===== src/rtl/pc8001_pkg.sv =====
// Shared types and constants for the PC-8001 system SRAM arbiter.
// The arbiter state enum is shared so a bench can decode the debug state port.
package pc8001_pkg;

    typedef enum logic [1:0] {
        IDLE      = 2'd0,
        CPU_OWN   = 2'd1,
        CPU_DEFER = 2'd2
    } arb_state_t;

    localparam int DEF_WAIT_NORM = 18;
    localparam int DEF_WAIT_FAST = 12;
    localparam int DEF_CPU_SLOTS = 3;

    localparam int CNT_W  = 5;
    localparam int SLOT_W = 2;

    localparam logic [CNT_W-1:0] CNT_MAX = '1;

endpackage


===== src/rtl/cpu_wait_timer.sv =====
// CPU wait-state timer: saturating cycle counter, per-cycle speed latch and
// waitreq generation.
module cpu_wait_timer
    import pc8001_pkg::*;
#(
    parameter int WAIT_NORM = DEF_WAIT_NORM,
    parameter int WAIT_FAST = DEF_WAIT_FAST
) (
    input  logic             clk,
    input  logic             reset,
    input  logic             sw_oc,
    input  logic             start,
    input  logic             cpu_start,
    input  logic             deferred,
    output logic             waitreq,
    output logic [CNT_W-1:0] cnt
);

    // The cycle that clears the counter is clock 0 of the CPU cycle, so the
    // registered count lags the cycle position by one.
    localparam logic [CNT_W-1:0] LIM_NORM = CNT_W'(WAIT_NORM - 1);
    localparam logic [CNT_W-1:0] LIM_FAST = CNT_W'(WAIT_FAST - 1);

    logic [CNT_W-1:0] cnt_q;
    logic             fast_q;

    always_ff @(posedge clk) begin
        if (reset) begin
            cnt_q  <= '0;
            fast_q <= 1'b0;
        end else begin
            if (start) begin
                fast_q <= sw_oc;
            end
            if (start || deferred) begin
                cnt_q <= '0;
            end else if (cnt_q != CNT_MAX) begin
                cnt_q <= cnt_q + 1'b1;
            end
        end
    end

    assign waitreq = cpu_start | deferred | (cnt_q < (fast_q ? LIM_FAST : LIM_NORM));
    assign cnt     = cnt_q;

endmodule


===== src/rtl/sram_bus_arbiter.sv =====
// Slot-interleaved arbiter for the single-port system SRAM: CPU memory cycles
// own the SRAM for CPU_SLOTS clocks, DMA bytes are fetched in idle clocks.
module sram_bus_arbiter
    import pc8001_pkg::*;
#(
    parameter int WAIT_NORM = DEF_WAIT_NORM,
    parameter int WAIT_FAST = DEF_WAIT_FAST,
    parameter int CPU_SLOTS = DEF_CPU_SLOTS
) (
    input  logic             clk,
    input  logic             reset,
    input  logic             sw_oc,
    input  logic             cpu_start,
    input  logic             cpu_mreq,
    input  logic             cpu_wr,
    input  logic             cpu_wr_ok,
    input  logic [15:0]      cpu_adr,
    output logic             waitreq,
    input  logic             dma_req,
    input  logic             dma_urgent,
    input  logic [15:0]      dma_adr,
    output logic             dma_ack,
    output logic             dma_valid,
    output logic [15:0]      ram_adr,
    output logic             ram_we,
    output logic [1:0]       state_dbg,
    output logic [CNT_W-1:0] cnt_dbg
);

    localparam logic [SLOT_W-1:0] SLOT_LAST = SLOT_W'(CPU_SLOTS - 1);
    localparam logic [SLOT_W-1:0] SLOT_WE   = SLOT_W'(1);

    arb_state_t        state_q, state_d;
    logic [SLOT_W-1:0] slot_q, slot_d;
    logic              grant;
    logic              we_c;
    logic              start_ok;
    logic              dma_valid_q;

    // DMA handshake: dma_req is a level held until the cycle in which
    // dma_ack=1; dma_adr is sampled in that cycle and the SRAM byte is on
    // ram_q one clock later, flagged by dma_valid.
    always_comb begin
        state_d = state_q;
        slot_d  = slot_q;
        grant   = 1'b0;
        we_c    = 1'b0;
        case (state_q)
            IDLE: begin
                if (cpu_start && cpu_mreq) begin
                    if (dma_req && dma_urgent) begin
                        grant   = 1'b1;
                        state_d = CPU_DEFER;
                    end else begin
                        state_d = CPU_OWN;
                        slot_d  = '0;
                    end
                end else if (dma_req) begin
                    grant = 1'b1;
                end
            end
            CPU_DEFER: begin
                state_d = CPU_OWN;
                slot_d  = '0;
            end
            CPU_OWN: begin
                we_c = (slot_q == SLOT_WE) & cpu_wr & cpu_wr_ok;
                if (slot_q == SLOT_LAST) begin
                    state_d = IDLE;
                    slot_d  = '0;
                end else begin
                    slot_d = slot_q + 1'b1;
                end
            end
            default: state_d = IDLE;
        endcase
    end

    always_ff @(posedge clk) begin
        if (reset) begin
            state_q     <= IDLE;
            slot_q      <= '0;
            dma_valid_q <= 1'b0;
        end else begin
            state_q     <= state_d;
            slot_q      <= slot_d;
            dma_valid_q <= dma_ack;
        end
    end

    assign dma_ack   = grant & ~reset;
    assign ram_we    = we_c & ~reset;
    assign ram_adr   = dma_ack ? dma_adr : cpu_adr;
    assign dma_valid = dma_valid_q;
    assign state_dbg = state_q;

    // A new CPU cycle can only begin outside an ownership window.
    assign start_ok = cpu_start & (state_q == IDLE);

    cpu_wait_timer #(
        .WAIT_NORM (WAIT_NORM),
        .WAIT_FAST (WAIT_FAST)
    ) u_timer (
        .clk       (clk),
        .reset     (reset),
        .sw_oc     (sw_oc),
        .start     (start_ok),
        .cpu_start (cpu_start),
        .deferred  (state_q == CPU_DEFER),
        .waitreq   (waitreq),
        .cnt       (cnt_dbg)
    );

    a_no_start_in_own : assert property (@(posedge clk) disable iff (reset)
        !(cpu_start && state_q == CPU_OWN));

endmodule


===== config.mk =====
export PLATFORM = sky130hd
export DESIGN_NAME = sram_bus_arbiter
export DESIGN_NICKNAME = d
export VERILOG_FILES = /design/src/rtl/pc8001_pkg.sv /design/src/rtl/cpu_wait_timer.sv /design/src/rtl/sram_bus_arbiter.sv
export SDC_FILE = /design/constraint.sdc
export NUM_CORES = 1
export LEC_CHECK = 0
export CAP_MARGIN = 20
export CORE_UTILIZATION = 29
export DETAILED_ROUTE_END_ITERATION = 12
export PLACE_DENSITY_LB_ADDON = 0.12
export SKIP_CTS_REPAIR_TIMING = 1
export SLEW_MARGIN = 20
export SYNTH_ARGS = -nofsm -noshare
export SYNTH_HDL_FRONTEND = slang
export SYNTH_SLANG_ARGS = --single-unit

===== constraint.sdc =====
create_clock -name clk -period 1.7 [get_ports clk]
set_clock_uncertainty 0.15 [all_clocks]
set_input_delay 0.17 -clock clk [delete_from_list [all_inputs] [get_ports clk]]
set_output_delay 0.17 -clock clk [all_outputs]
set_load 0.01 [all_outputs]

* After elaboration in Yosys (flattened, before gate mapping)
Cells that the tools add are included.
** Word-level totals
- Bits in registers :: 11
- Bits of input ports :: 41
- Output and inout bits :: 27
- Word-level logic and storage cells :: 47
** Operators by class
- Add/subtract/negate cells :: 2
- Order comparisons :: 1
- Equality and inequality tests :: 8
- Multiplexer cells :: 15
- Bitwise logic cells :: 8
- Reduce and logical (&&, ||, !) cells :: 8
** Operators with widths (count)
- 16-bit two-way mux :: 1
- 2-bit two-way mux :: 6
- 2-bit case mux with 3 select lines :: 2
- 2-bit inequality test, second input constant :: 3
- 5-bit by 1-bit adder with 5-bit output, second input constant :: 1
- 1-bit AND :: 5
- 5-bit less-than comparator :: 1
- 1-bit two-way mux :: 5
- 5-bit two-way mux :: 1
- 5-bit inequality test, second input constant :: 1
- 2-bit by 1-bit equality test with 1-bit output, second input constant :: 2
- 2-bit equality test, second input constant :: 2
- 3-bit AND reduction :: 1
- 3-bit nonzero test :: 1
- 2-bit by 1-bit adder with 2-bit output, second input constant :: 1
- 1-bit logical AND :: 2
- 2-bit logical NOT :: 1
- 1-bit bitwise OR :: 2
- 2-bit AND reduction :: 1
- 2-bit OR reduction :: 1
- 1-bit logical OR :: 1
- 1-bit NOT :: 1

* Logic depth before layout (Yosys ltp)
Gate-level depths: netlist of run 1.
- Word-level depth :: 6
- Mapped depth :: 6

* Cells and area by module
A second synthesis of run 1 with hierarchy kept.
** Unflattened totals
- Cell total of the unflattened synthesis :: 84
- Area, all modules :: 824.5 um^2
** By module, submodules not included
- sram_bus_arbiter :: times used 1, cells an instance 50, area each 495.5 um^2, sequential area each 100.1 um^2
- cpu_wait_timer :: times used 1, cells an instance 34, area each 329.1 um^2, sequential area each 120.1 um^2

* Worst setup path before layout of run 1
Ideal clock, no wire load.
- Path kind :: register -> output
- Start point :: register state_q[1], in the netlist state_dbg[1]
- End point :: output ram_adr[10]
- Data arrival time :: 1.413 ns
- Data required time :: 1.380 ns
- Setup slack :: -0.033 ns
- Cell stages (with the launch flop) :: 6
- Cell sequence :: dfxtp_1 -> buf_4 -> nor4b_4 -> o21ai_2 -> buf_6 -> mux2_4
** Between the ends
- Cells in the longest elaborated chain, start to end :: 4
** RTL lines
- start, declared :: RTL line sram_bus_arbiter.sv:33 : arb_state_t state_q, state_d;
- start signal, assigned :: RTL line sram_bus_arbiter.sv:85 : state_q <= state_d;
- 2-bit logical NOT :: RTL line sram_bus_arbiter.sv:48 : case (state_q)
- 1-bit two-way mux :: RTL line sram_bus_arbiter.sv:48
- 1-bit AND :: RTL line sram_bus_arbiter.sv:91 : assign dma_ack = grant & ~reset;
- 16-bit two-way mux :: RTL line sram_bus_arbiter.sv:93 : assign ram_adr = dma_ack ? dma_adr : cpu_adr;
- end, declared :: RTL line sram_bus_arbiter.sv:24 : output logic [15:0] ram_adr,
Every way passes these cells.

* Final worst setup path of run 1
- Start point :: register u_timer.fast_q
- End point :: output waitreq
** Between the ends
- Cells in the longest elaborated chain, start to end :: 3
** RTL lines
- start, declared :: RTL line cpu_wait_timer.sv:25 : logic fast_q;
- start signal, assigned :: RTL line cpu_wait_timer.sv:33 : fast_q <= sw_oc;
- 5-bit two-way mux :: RTL line cpu_wait_timer.sv:43 : assign waitreq = cpu_start | deferred | (cnt_q < (fast_q ? LIM_FAST : LIM_NORM));
- 5-bit less-than comparator :: RTL line cpu_wait_timer.sv:43
- 1-bit bitwise OR :: RTL line cpu_wait_timer.sv:43
- end, declared :: RTL line sram_bus_arbiter.sv:18 : output logic waitreq,
Every way passes these cells.

==> metrics, run 1 <==
fillers=253; drc violations=0; Site Rows=19; Chip Height=55.8 um; synthesized flop and latch total=11; most frequent cells in the layout=44 x clkdlybuf4s50_1, 17 x clkbuf_2, 17 x buf_4; share of synthesized registers carrying an async set or reset=0; area of the multi-input gates=628 sq um; core area=0.00276 sq mm; cts bufs inserted=3; Max Cap Viol=0; vias in the first global route=881; Synth Warn #=0; n_diodes=0; fmax=0.511 GHz; clk slew on worst S/H paths=0.07 ns; Pwr Density=478 mW/mm^2; Worst setup EP type=primary output; synthesized area per cell=10.1 sq um; Hold Path Stages=3; Total Routing Usage GR=0.169; placer congestion estimate=0.719; failing checks=negative setup slack; Root Buffer=clkbuf_4; HP Class=primary input to flip-flop; relative slew slack=0.736; Net Sw Frac=0.279; Logic pwr share=0.424; area of the mapped netlist=841 sq um; RSZ-0062 raised after global routing=true; grt met3 use=0.0372; Final Critical Period=1.96 ns; first-pass GRT wire length=4150 um; Die X=55.8 um; status=complete, but fails checks; clk_lat worst skew=0.27 ns; global route overflow=0; largest net degree at the start of global routing=19; DP HPWL=2080 um; total number of vias=972; initial DRC count=33; Slew Limit Fails=0; fraction of layout instances using a drive strength above 1=0.406; TritonCTS Sinks=11; Pleak=0.798 nW; R2R depth=7; total wire length=2640 um; first drt pass iteration count=6; crit path launch type=flip-flop; area grow syn2layout=100%; commonest non-fill, non-tap cell in the layout=clkdlybuf4s50_1; sequential share of power=0.351; Primary FF master, synth=dfxtp_1; clock share of power=0.226; I/O pins=68; CTS tree=yes; CTS Buffer Depth=2; register area=224 sq um; IO Port Bufs=67; worst endpoint required time=1.38 ns; Int Pwr=0.579 mW; Via density=4.84; initial antenna violation count=0; Max FO, Critical Path=2; final hold viol count=0; routing usage on met1=0.201; drt wl/cell=13.1 um; Worst-Margin Slew=0.396 ns; DP Area=0.00166 sq mm; critical path class=flip-flop to primary output; die area=0.00312 sq mm; grt met2 use=0.298; gr busiest metal=met2; post-layout instance area=0.00168 sq mm; synth unique cells=32; setup slack at placement=-0.790 ns; Net Sw Power=0.224 mW; Starting Density=0.305; sequential-to-total area share from yosys stat=0.262; period utilization=1.15; post-synthesis instance total=83; Post-synth EDFFs=0; Routed Antenna Nets=0; htree depth=1; Power Total=0.804 mW; Worst Setup Slack, final=-0.258 ns; CP Data Arrival Time=1.64 ns; final setup fails=17; Syn Nets=129; VDD IR max=402 uV; Final nets=217
-- power by group through the flow --
stage	sequential (mW)	clock [mW]	combinational, mW
2_1_floorplan	0.291	0	0.142
3_3_place_gp	0.286	0	0.353
3_5_place_dp	0.286	0	0.360
4_1_cts	0.280	0.182	0.362
5_1_grt	0.283	0.202	0.366
6_report	0.282	0.181	0.341
-- through the flow --
stage          utilization  hold slack, ns  std cells  setup TNS [ns]
6_report             0.610           0.167        201           -3.94
3_5_place_dp         0.603           0.389        196          -13.36
4_1_cts              0.613           0.377        200          -13.96
3_3_place_gp         0.603           0.374        196          -12.72
5_1_grt              0.610           0.179        201           -5.41
2_1_floorplan            -          0.0921         83          -0.210
-- worst paths after layout --
check / startpoint / to / slack [ns]
setup / recovery: u_timer.fast_q$_SDFFE_PP0P_ / waitreq / -0.26
hold / removal: reset / u_timer.fast_q$_SDFFE_PP0P_ / 0.17
setup reg to reg: u_timer.cnt[1]$_SDFFE_PP0P_ / u_timer.cnt[3]$_SDFFE_PP0P_ / 0.03
hold reg to reg: slot_q[0]$_SDFFE_PP0P_ / slot_q[0]$_SDFFE_PP0P_ / 0.40
-- cell families (layout without fill, tap and decap cells) --
family | after synthesis | count (layout) | share of synthesized area
fa+ha+maj | 5 | 5 | 0.0744
simple gates | 25 | 25 | 0.177
compound gates | 13 | 13 | 0.116
xor+xnor | 3 | 3 | 0.0313
buf+inv | 7 | 94 | 0.0536
mux | 19 | 19 | 0.286
flops | 11 | 11 | 0.262
-- worst max-delay path, stage by stage, from the launching register on --
cell and delay (ns):
dfxtp_2 0.32, inv_2 0.08, ha_4 0.20, a211o_1 0.27, a211o_1 0.26, o211ai_1 0.08, buf_2 0.16
-- routing by layer --
layer / routed length (um) / up-vias
met3: 128 / 4
met5: 0 / -
met1: 1110 / 460
met2: 1370 / 30
met4: 27 / 0
li1: - / 478
-- flip-flops by register name, summed over array words and instances (netlist names) --
register	cells
u_timer.fast_q	1
state_dbg	2
dma_valid	1
u_timer.cnt	5
slot_q	2
-- cells in the mapped netlist, drive strengths merged, types with 2 or more instances --
cell	number	area [sq um]
a21oi	3	15.0
buf	3	30.0
ha	5	62.6
nor3b	2	15.0
mux2	16	210
nor2b	2	12.5
nand2	5	18.8
a211o	2	17.5
xor2	2	17.5
nor2	8	30.0
inv	4	15.0
mux2i	3	30.0
dfxtp	11	220
-- cell type report --
cell class                      instances  share of cell area
Clock buffer                            4              0.0156
Sequential cell                        11               0.133
Tap cell                               31              0.0230
Inverter                                4             0.00892
Timing Repair Buffer                   86               0.446
Multi-Input combinational cell         65               0.373
No activity file was read; power rests on OpenSTA's default activity.
==> run 2, diff against run 1 <==
CORE_MARGIN = 5   (was default)
==> run 2 against run 1 <==
Compared with the run above: clock power fell by 3%; maximum frequency decreased by 1.6%; combinational power grew 18%; first-iteration DRC count grew 12%; die area rose by 31%; final cell count rose by 3.0%; flip-flop and latch count stayed put; the run still ends with negative setup slack left; power increased by 6.9%; register-to-register slack about the same; largest cell class unchanged; via count is 1.6% higher.
==> metrics, run 2 (synthesized netlist as in run 1, its figures left out) <==
R2R depth=7; clk slew on worst S/H paths=0.07 ns; Pwr Density=463 mW/mm^2; first drt pass iteration count=4; Final nets=223; setup TNS=-4.70 ns; Chip Height=63.8 um; Logic pwr share=0.468; cts bufs inserted=3; placer congestion estimate=0.747; max FFs per register=5; CTS tree=yes; TritonCTS Sinks=11; total wire length=3110 um; CTS Buffer Depth=2; first-pass GRT wire length=4680 um; area grow syn2layout=121%; top routing layer in use=met4; sequential share of power=0.328; R2R setup slack=0.04 ns; initial antenna violation count=0; Routed Antenna Nets=0; Net Sw Power=0.231 mW; Total Routing Usage GR=0.138; Worst setup EP type=primary output; largest net degree at the start of global routing=19; most frequent cells in the layout=43 x clkdlybuf4s50_1, 19 x buf_4, 16 x buf_6; worst endpoint required time=1.38 ns; crit path launch type=primary input; HP Class=primary input to flip-flop; post-layout instance area=0.00186 sq mm; Worst-Margin Slew=0.344 ns; Net Sw Frac=0.268; hold path start=reset; drc violations=0; core area=0.00276 sq mm; failing checks=negative setup slack; Worst Hold Margin=0.156 ns; commonest non-fill, non-tap cell in the layout=clkdlybuf4s50_1; Setup crit start=cpu_mreq; Slew Limit Fails=0; Max Cap Viol=0; Final Critical Period=1.99 ns; Via density=4.77; clk_lat worst skew=0.26 ns; drt wl/cell=15.0 um; IO Port Bufs=67; Worst Setup Slack, final=-0.290 ns; Pleak=0.878 nW; RSZ-0062 raised after global routing=true; period utilization=1.17; clock share of power=0.204; status=complete, but fails checks; Int Pwr=0.629 mW; r2r endpoint=u_timer.cnt[3]$_SDFFE_PP0P_; Die X=63.8 um; final setup fails=18; htree depth=1; relative slew slack=0.770; final hold viol count=0; die area=0.00408 sq mm; total number of vias=988; vias in the first global route=980; wl on met1=1280 um; initial DRC count=37; critical path class=primary input to primary output; I/O pins=68; met3 routed WL=220 um; Starting Density=0.305; n_diodes=0; CP Data Arrival Time=1.67 ns; DP Area=0.00167 sq mm; fmax=0.503 GHz; RR Startpoint=u_timer.cnt[1]$_SDFFE_PP0P_; crit path to=ram_adr[5]; fraction of layout instances using a drive strength above 1=0.449; Site Rows=19; VDD IR max=522 uV; Max FO, Critical Path=8; DP HPWL=2530 um; global route overflow=0; wire length on met2=1570 um; Root Buffer=clkbuf_4
[run 2: changes by cell type in the layout (fill, tap and decap cells not counted), sizes merged]
cell           delta
dlymetal6s2s      +1
clkbuf           -10
clkdlybuf4s50     -1
buf              +16
[run 2: power groups by stage]
stage / Combinational (mW) / Sequential, mW / Clock (mW)
CTS: 0.367 / 0.280 / 0.182
floorplan: 0.142 / 0.291 / 0
global route: 0.432 / 0.284 / 0.194
global placement: 0.358 / 0.285 / 0
finish: 0.402 / 0.282 / 0.175
detailed placement: 0.366 / 0.286 / 0
[run 2: cell type report]
class,instances,area [sq um]
sequential,11,228
fill,234,901
inverter,4,15.0
timing repair buffer,92,916
clock buffer,4,26.3
multi-input combinational,65,633
tap,31,38.8
[run 2: worst min-delay path by stage]
stage / slack [ns] / to / cells past startpoint
6_report: 0.16 / u_timer.fast_q$_SDFFE_PP0P_ / 3
5_1_grt: 0.18 / u_timer.fast_q$_SDFFE_PP0P_ / 3
4_1_cts: 0.39 / u_timer.fast_q$_SDFFE_PP0P_ / 3
3_5_place_dp: 0.40 / slot_q[0]$_SDFFE_PP0P_ / 1
3_3_place_gp: 0.36 / slot_q[0]$_SDFFE_PP0P_ / 1
2_1_floorplan: 0.09 / slot_q[0]$_SDFFE_PP0P_ / 1
[run 2: metal layers]
metal,up-vias,GRT usage
li1,491,-
met1,451,0.161
met2,40,0.250
met3,6,0.0368
met4,0,0.0312
met5,-,0
[run 2: stage by stage]
stage / cells / utilization / power, mW / setup WS, ns
final: 207 / 0.673 / 0.859 / -0.290
after global routing: 207 / 0.673 / 0.911 / -0.365
after global placement: 197 / 0.606 / 0.643 / -0.771
after detailed placement: 197 / 0.606 / 0.652 / -0.811
after CTS: 201 / 0.616 / 0.829 / -0.811
after floorplan: 83 / - / 0.433 / -0.0262
[run 2: critical path: stages]
cell,delay (ns)
clkdlybuf4s50_1,0.49
nand2_2,0.07
o21ai_4,0.26
clkbuf_16,0.21
mux2_2,0.34
buf_6,0.12
